[config.mk]
export PLATFORM = sky130hd
export DESIGN_NAME = multi_alarm_clock
export DESIGN_NICKNAME = d
export VERILOG_FILES = /design/src/rtl/multi_alarm_clock.sv
export SDC_FILE = /design/constraint.sdc
export NUM_CORES = 1
export LEC_CHECK = 0
export ABC_AREA = 1
export BUFFER_PORTS_ARGS = -buffer_cell sky130_fd_sc_hd__buf_4
export CORE_UTILIZATION = 62
export DETAILED_ROUTE_END_ITERATION = 8
export GPL_TIMING_DRIVEN = 1
export PLACE_DENSITY = 0.84
export SLEW_MARGIN = 20
export SYNTH_ARGS = -nofsm -noshare
export SYNTH_HDL_FRONTEND = slang
export SYNTH_SLANG_ARGS = --single-unit
[constraint.sdc]
create_clock -name clk -period 3.7 [get_ports clk]
set_clock_uncertainty 0.05 [all_clocks]
set_input_delay 1.11 -clock clk [delete_from_list [all_inputs] [get_ports clk]]
set_output_delay 1.11 -clock clk [all_outputs]
set_load 0.05 [all_outputs]
[src/rtl/multi_alarm_clock.sv]
// Real-time clock with NUM_ALARMS alarms, snooze, ring timeout and 12/24 h output.
// Optional hourly chime is compiled in when HOURLY_CHIME_EN is defined.
module multi_alarm_clock #(
    parameter int NUM_ALARMS    = 4,
    parameter int TICKS_PER_SEC = 4,
    parameter int SNOOZE_MINS   = 5,
    parameter int RING_SECS     = 60,
    parameter int AW            = (NUM_ALARMS > 1) ? $clog2(NUM_ALARMS) : 1
) (
    input  logic                  clk,
    input  logic                  reset_n,
    input  logic                  set_time,
    input  logic                  set_alarm,
    input  logic [AW-1:0]         alarm_sel,
    input  logic                  hours_set,
    input  logic                  mins_set,
    input  logic [NUM_ALARMS-1:0] alarm_en,
    input  logic                  stop,
    input  logic                  snooze,
    input  logic                  mode_24h,
    output logic [4:0]            hours_out,
    output logic [5:0]            mins_out,
    output logic [5:0]            secs_out,
    output logic                  am_pm_out,
    output logic                  speaker_out,
    output logic [AW-1:0]         ring_id
);

    localparam int PW = (TICKS_PER_SEC > 1) ? $clog2(TICKS_PER_SEC) : 1;
    localparam int CW = 12;
    localparam logic [PW-1:0] PRESC_MAX   = PW'(TICKS_PER_SEC - 1);
    localparam logic [CW-1:0] RING_LOAD   = CW'(RING_SECS);
    localparam logic [CW-1:0] SNOOZE_LOAD = CW'(SNOOZE_MINS * 60);

    typedef enum logic [1:0] {MODE_RUN, MODE_SET_TIME, MODE_SET_ALARM} mode_e;
    typedef enum logic [1:0] {R_IDLE, R_RING, R_SNOOZE} ring_e;

    function automatic logic [4:0] inc_hh(input logic [4:0] h);
        return (h == 5'd23) ? 5'd0 : h + 5'd1;
    endfunction

    function automatic logic [5:0] inc_mm(input logic [5:0] m);
        return (m == 6'd59) ? 6'd0 : m + 6'd1;
    endfunction

    mode_e mode;
    always_comb begin
        mode = MODE_RUN;
        if (set_time)       mode = MODE_SET_TIME;
        else if (set_alarm) mode = MODE_SET_ALARM;
    end

    // Input edge detection: {hours_set, mins_set, stop, snooze}
    logic [3:0] edge_q, edge_d, rise;
    logic       hours_rise, mins_rise, stop_rise, snooze_rise;
    always_comb begin
        edge_d = {hours_set, mins_set, stop, snooze};
        rise   = edge_d & ~edge_q;
    end
    assign hours_rise  = rise[3];
    assign mins_rise   = rise[2];
    assign stop_rise   = rise[1];
    assign snooze_rise = rise[0];

    logic [PW-1:0] presc_q, presc_d;
    logic [4:0]    hh_q, hh_d;
    logic [5:0]    mm_q, mm_d, ss_q, ss_d;
    logic          sec_tick, tick_q, tick_d;

    always_comb begin
        presc_d  = presc_q;
        hh_d     = hh_q;
        mm_d     = mm_q;
        ss_d     = ss_q;
        sec_tick = (mode != MODE_SET_TIME) && (presc_q == PRESC_MAX);
        tick_d   = sec_tick;
        if (mode == MODE_SET_TIME) begin
            presc_d = '0;
            ss_d    = '0;
            if (hours_rise) hh_d = inc_hh(hh_q);
            if (mins_rise)  mm_d = inc_mm(mm_q);
        end else begin
            presc_d = sec_tick ? '0 : presc_q + PW'(1);
            if (sec_tick) begin
                ss_d = inc_mm(ss_q);
                if (ss_q == 6'd59) begin
                    mm_d = inc_mm(mm_q);
                    if (mm_q == 6'd59) hh_d = inc_hh(hh_q);
                end
            end
        end
    end

    // Per-channel alarm registers and compare
    logic [4:0]            alarm_hh [NUM_ALARMS];
    logic [5:0]            alarm_mm [NUM_ALARMS];
    logic [NUM_ALARMS-1:0] match_vec;

    for (genvar gi = 0; gi < NUM_ALARMS; gi++) begin : g_alarm
        logic [4:0] a_hh_q, a_hh_d;
        logic [5:0] a_mm_q, a_mm_d;
        logic       sel;

        assign sel = (mode == MODE_SET_ALARM) && (alarm_sel == AW'(gi));

        always_comb begin
            a_hh_d = a_hh_q;
            a_mm_d = a_mm_q;
            if (sel && hours_rise) a_hh_d = inc_hh(a_hh_q);
            if (sel && mins_rise)  a_mm_d = inc_mm(a_mm_q);
        end

        always_ff @(posedge clk or negedge reset_n) begin
            if (!reset_n) begin
                a_hh_q <= '0;
                a_mm_q <= '0;
            end else begin
                a_hh_q <= a_hh_d;
                a_mm_q <= a_mm_d;
            end
        end

        assign alarm_hh[gi]  = a_hh_q;
        assign alarm_mm[gi]  = a_mm_q;
        // tick_q with ss==0 marks the first cycle of a new minute, so this fires once
        assign match_vec[gi] = tick_q && (ss_q == 6'd0) && (mode != MODE_SET_TIME)
                               && alarm_en[gi] && (hh_q == a_hh_q) && (mm_q == a_mm_q);
    end

    logic          any_match;
    logic [AW-1:0] match_id;
    always_comb begin
        any_match = |match_vec;
        match_id  = '0;
        for (int i = NUM_ALARMS - 1; i >= 0; i--) begin
            if (match_vec[i]) match_id = AW'(i);
        end
    end

    ring_e         ring_state_q, ring_state_d;
    logic [CW-1:0] ring_cnt_q, ring_cnt_d;
    logic [AW-1:0] ring_id_q, ring_id_d;
    logic          ring_en;

    assign ring_en = alarm_en[ring_id_q];

    always_comb begin
        ring_state_d = ring_state_q;
        ring_cnt_d   = ring_cnt_q;
        ring_id_d    = ring_id_q;
        case (ring_state_q)
            R_IDLE: begin
                if (any_match) begin
                    ring_state_d = R_RING;
                    ring_cnt_d   = RING_LOAD;
                    ring_id_d    = match_id;
                end
            end
            R_RING: begin
                if (stop_rise || (ring_cnt_q == '0) || !ring_en) begin
                    ring_state_d = R_IDLE;
                end else if (snooze_rise) begin
                    ring_state_d = R_SNOOZE;
                    ring_cnt_d   = SNOOZE_LOAD;
                end else if (sec_tick) begin
                    ring_cnt_d = ring_cnt_q - CW'(1);
                end
            end
            R_SNOOZE: begin
                if (stop_rise || !ring_en) begin
                    ring_state_d = R_IDLE;
                end else if (ring_cnt_q == '0) begin
                    ring_state_d = R_RING;
                    ring_cnt_d   = RING_LOAD;
                end else if (sec_tick) begin
                    ring_cnt_d = ring_cnt_q - CW'(1);
                end
            end
            default: ring_state_d = R_IDLE;
        endcase
    end

    always_ff @(posedge clk or negedge reset_n) begin
        if (!reset_n) begin
            edge_q       <= '0;
            presc_q      <= '0;
            tick_q       <= 1'b0;
            hh_q         <= '0;
            mm_q         <= '0;
            ss_q         <= '0;
            ring_state_q <= R_IDLE;
            ring_cnt_q   <= '0;
            ring_id_q    <= '0;
        end else begin
            edge_q       <= edge_d;
            presc_q      <= presc_d;
            tick_q       <= tick_d;
            hh_q         <= hh_d;
            mm_q         <= mm_d;
            ss_q         <= ss_d;
            ring_state_q <= ring_state_d;
            ring_cnt_q   <= ring_cnt_d;
            ring_id_q    <= ring_id_d;
        end
    end

`ifdef HOURLY_CHIME_EN
    localparam int CHW = $clog2(TICKS_PER_SEC + 1);
    localparam logic [CHW-1:0] CHIME_LOAD = CHW'(TICKS_PER_SEC);

    logic [CHW-1:0] chime_cnt_q, chime_cnt_d;

    // A ringing alarm always takes over the speaker from the chime
    always_comb begin
        chime_cnt_d = chime_cnt_q;
        if ((ring_state_q != R_IDLE) || any_match) begin
            chime_cnt_d = '0;
        end else if (tick_q && (ss_q == 6'd0) && (mm_q == 6'd0) && (mode == MODE_RUN)) begin
            chime_cnt_d = CHIME_LOAD;
        end else if (chime_cnt_q != '0) begin
            chime_cnt_d = chime_cnt_q - CHW'(1);
        end
    end

    always_ff @(posedge clk or negedge reset_n) begin
        if (!reset_n) chime_cnt_q <= '0;
        else          chime_cnt_q <= chime_cnt_d;
    end

    assign speaker_out = (ring_state_q == R_RING) || (chime_cnt_q != '0);
`else
    assign speaker_out = (ring_state_q == R_RING);
`endif

    assign ring_id  = ring_id_q;
    assign secs_out = ss_q;

    // alarm_sel beyond the last channel falls back to showing the time
    logic sel_valid;
    if (NUM_ALARMS == (1 << AW)) begin : g_sel_full
        assign sel_valid = 1'b1;
    end else begin : g_sel_part
        assign sel_valid = (alarm_sel < AW'(NUM_ALARMS));
    end

    logic [4:0] disp_hh;
    always_comb begin
        disp_hh  = hh_q;
        mins_out = mm_q;
        if ((mode == MODE_SET_ALARM) && sel_valid) begin
            disp_hh  = alarm_hh[alarm_sel];
            mins_out = alarm_mm[alarm_sel];
        end
        hours_out = disp_hh;
        am_pm_out = 1'b0;
        if (!mode_24h) begin
            if (disp_hh == 5'd0) begin
                hours_out = 5'd12;
            end else if (disp_hh == 5'd12) begin
                am_pm_out = 1'b1;
            end else if (disp_hh > 5'd12) begin
                hours_out = disp_hh - 5'd12;
                am_pm_out = 1'b1;
            end
        end
    end

endmodule

==> results.md <==
- Status: complete, no violations
- Slew @ Worst Pin: between 0.6 and 0.7 ns
- CP Launch Type: primary input
- 1st-iter DRT viols: 771
- Leak pwr: approximately 4 nW
- CTS tree: built
- Seq cells post-synth: 84
- ANT cells: 0
- Global-route wire length before repair: between 20000 and 30000 µm
- Max-Cap Viols: 0
- Hold Startpoint: presc_q[0]$_DFF_PN0_
- Maximum root-to-sink buffer count: 2
- Clock transition at the registers of the reported paths: 0.08 ns
- Inserted Clock Buffers: 9
- Share of cells above drive strength 1: roughly 13%
- Starting Density: 64.9%
- Synth Flop Type: dfrtp_1
- Cells after synthesis: between 1000 and 1500
- Drc violations: 0
- R2r setup slk: about 1.6 ns
- Setup violations, final: 0
- Pwr Density: roughly 660 mW/mm²
- Met3 WL: 1630 µm
- Sum of negative setup slack: 0 ns
- Fin crit period: 3.69 ns
- Fill count: between 800 and 900
- Worst rel slew slack: between 50% and 60%
- Detail Route Antenna Nets: 0
- # hold bufs at CTS: 0
- Hold depth: 1
- Largest net degree at the start of global routing: 85
- Placement Rows: 36
- Synthesized cell area: ~0.0064 mm²
- Top sig layer: met4
- Die Ht: 104 µm
- Yosys cell types: 41
- Post-Route Utilization: 74.7%
- Critical path type: in -> out
- Layout Nets: between 1000 and 1500
- Most frequent cells in the layout: 378 x nand2_1, 136 x nor2_1, 128 x inv_1
- Core area: a little under 0.01 mm²
- WP data required: about 2.5 ns
- Non-Filler Instances: 1228
- Post-synthesis async set-or-reset flop share: 100%
- Placer Congestion: 0.947
- Worst Reg2Reg Path Length in Cells: 13
- Die ar.: roughly 0.011 mm²
- Fmax: approximately 270 MHz
- Wl on met1: 7590 µm
- Wire length on met2: between 8000 and 9000 µm
- Io pins: 36
- CTS root buf: clkbuf_8
- Final hold violation count: 0
- Number of synthesized flops with an enable pin: 0
- Synth Warn #: 0
- Layout area overhead: 15.0%
- Most common cell after layout, fill and taps aside: nand2_1
- Final cycle utilization of the critical path: between 90% and 100%
- End of the worst register-to-register path: ring_cnt_q[1]$_DFFE_PN0P_
- Routed Wire Length: between 15000 and 20000 µm
- RSZ-0062 raised after global routing: yes
- Power Total: slightly below 5 mW
- Vias: 6905
- Max VDD drop: approximately 0.00041 V
- CTS Sinks: 84
- Worst-Skew Late Latency: approximately 0.38 ns
- Post-DP HPWL: approximately 13000 µm
- Hold slack final: 0.399 ns
- Die Wd: just over 100 µm
- Hold Crit Class: reg -> reg
- Drt pass-1 iters: 6
- Placed cell count: about 1200
- Wire per inst: between 10 and 15 µm
- Syn Area/Cell: 6.21 µm²
- GRT overflow: 0
- Critical path data arrival time: between 2 and 3 ns
- Vias in the first global route: 6353
- Sequential area share after synthesis: 32.7%
- Syn nets: around 1100
- Vias per cell: approximately 5.6
- Crit path max fanout: 5
- Port Buffers: 35
- Slew Limit Fails: 0
- Initial antenna violation count: 0
- RR Startpoint: ring_cnt_q[0]$_DFFE_PN0P_
- H-tree depth: 3
- GR Util All Layers: 34.2%
- Hold Path End: presc_q[0]$_DFF_PN0_
- Setup crit end kind: output pin
## state kept, by name, indices dropped and copies added, names as in the netlist
signal          cells
hh_q                5
ring_id             2
ring_cnt_q         12
tick_q              1
edge_q              4
mm_q                6
ring_state_q        2
presc_q             2
g_alarm.a_mm_q     24
g_alarm.a_hh_q     20
secs_out            6
## cell type report
type	count	area (µm²)	share of cell area [%]
Inverter	145	554	7.49
Tap cell	133	166	2.25
Clock inverter	6	111	1.50
Timing Repair Buffer	58	508	6.86
Multi-Input combinational cell	792	3820	51.6
Sequential cell	84	2100	28.4
Clock buffer	10	138	1.86
## critical path, cell delays in order
cell       delay [ns]
clkbuf_16        0.13
o21ai_1          0.15
nand2_1          0.08
nand2_1          0.09
nand2_1          0.07
nand2_2          0.11
ha_4             0.14
inv_2            0.04
a21oi_4          0.15
nand2_2          0.08
nand3_2          0.07
nand2_1          0.07
nand3_2          0.07
buf_6            0.15
## worst max-delay path by stage
stage / startpoint / end / slack [ns]
finish: alarm_sel[0] / hours_out[3] / 0.01
detailed placement: set_time / hours_out[2] / -0.11
global route: alarm_sel[0] / hours_out[3] / -0.08
floorplan: set_time / mins_out[1] / -0.16
CTS: alarm_sel[0] / hours_out[2] / 0.003
global placement: set_time / hours_out[3] / -0.05
## timing repair
item,in CTS,in global routing
pin swaps,0,18
cloned,0,1
setup buffers,0,1
endpoints found under the setup margin,4,4
gates resized for setup,7,39
## routing by layer
| layer | global-route usage [%] | vias up |
|---|---|---|
| met1 | 47.1 | 3128 |
| met4 | 15.0 | 0 |
| met5 | 0 | - |
| met3 | 5.70 | 69 |
| met2 | 53.3 | 356 |
| li1 | - | 3352 |
## logic make-up after synthesis
family,synth area share [%]
compound gates,9.74
xor+xnor,2.45
fa+ha+maj,3.89
buf+inv,10.2
flops,32.7
simple gates,41.0
## stage by stage
step / cell area, µm² / setup WS, ns
2_1_floorplan: 6480 / -0.156
3_3_place_gp: 6970 / -0.0546
3_5_place_dp: 6970 / -0.106
4_1_cts: 7240 / 0.00278
5_1_grt: 7400 / -0.0750
6_report: 7400 / 0.0142
## synth_stat cells, types with 2 or more instances
| master | count | area share (%) |
|---|---|---|
| nand2_1 | 391 | 23 |
| nor2_1 | 138 | 8.0 |
| inv_1 | 130 | 7.6 |
| dfrtp_1 | 84 | 33 |
| nand3_1 | 57 | 4.4 |
| o21ai_0 | 51 | 4.0 |
| a21oi_1 | 37 | 2.9 |
| ha_1 | 20 | 3.9 |
| xor2_1 | 17 | 2.3 |
| inv_2 | 14 | 0.82 |
| nor3_1 | 14 | 1.1 |
| buf_4 | 7 | 0.82 |
| o22ai_1 | 7 | 0.68 |
| and3_1 | 6 | 0.58 |
| nor2_2 | 6 | 0.58 |
| nor4_1 | 6 | 0.58 |
| nand4_1 | 5 | 0.49 |
| nand2_2 | 4 | 0.39 |
| nand3b_1 | 4 | 0.47 |
| a2bb2oi_1 | 3 | 0.41 |
| buf_2 | 3 | 0.23 |
| buf_6 | 3 | 0.52 |
| a21boi_0 | 2 | 0.23 |
| a41oi_1 | 2 | 0.27 |
| nor2_4 | 2 | 0.35 |
| nor3_2 | 2 | 0.31 |
| nor4_2 | 2 | 0.39 |
| o2111ai_1 | 2 | 0.27 |
| o211ai_1 | 2 | 0.23 |
| o21a_1 | 2 | 0.23 |
| o21ai_1 | 2 | 0.16 |
| or2_2 | 2 | 0.19 |
## where the power goes
| part | internal (mW) | switching [mW] |
|---|---|---|
| Combinational | 0.824 | 1.68 |
| Clock | 0.467 | 0.355 |
| Sequential | 1.14 | 0.400 |
| Total | 2.43 | 2.43 |
No activity file was read; power rests on OpenSTA's default activity.
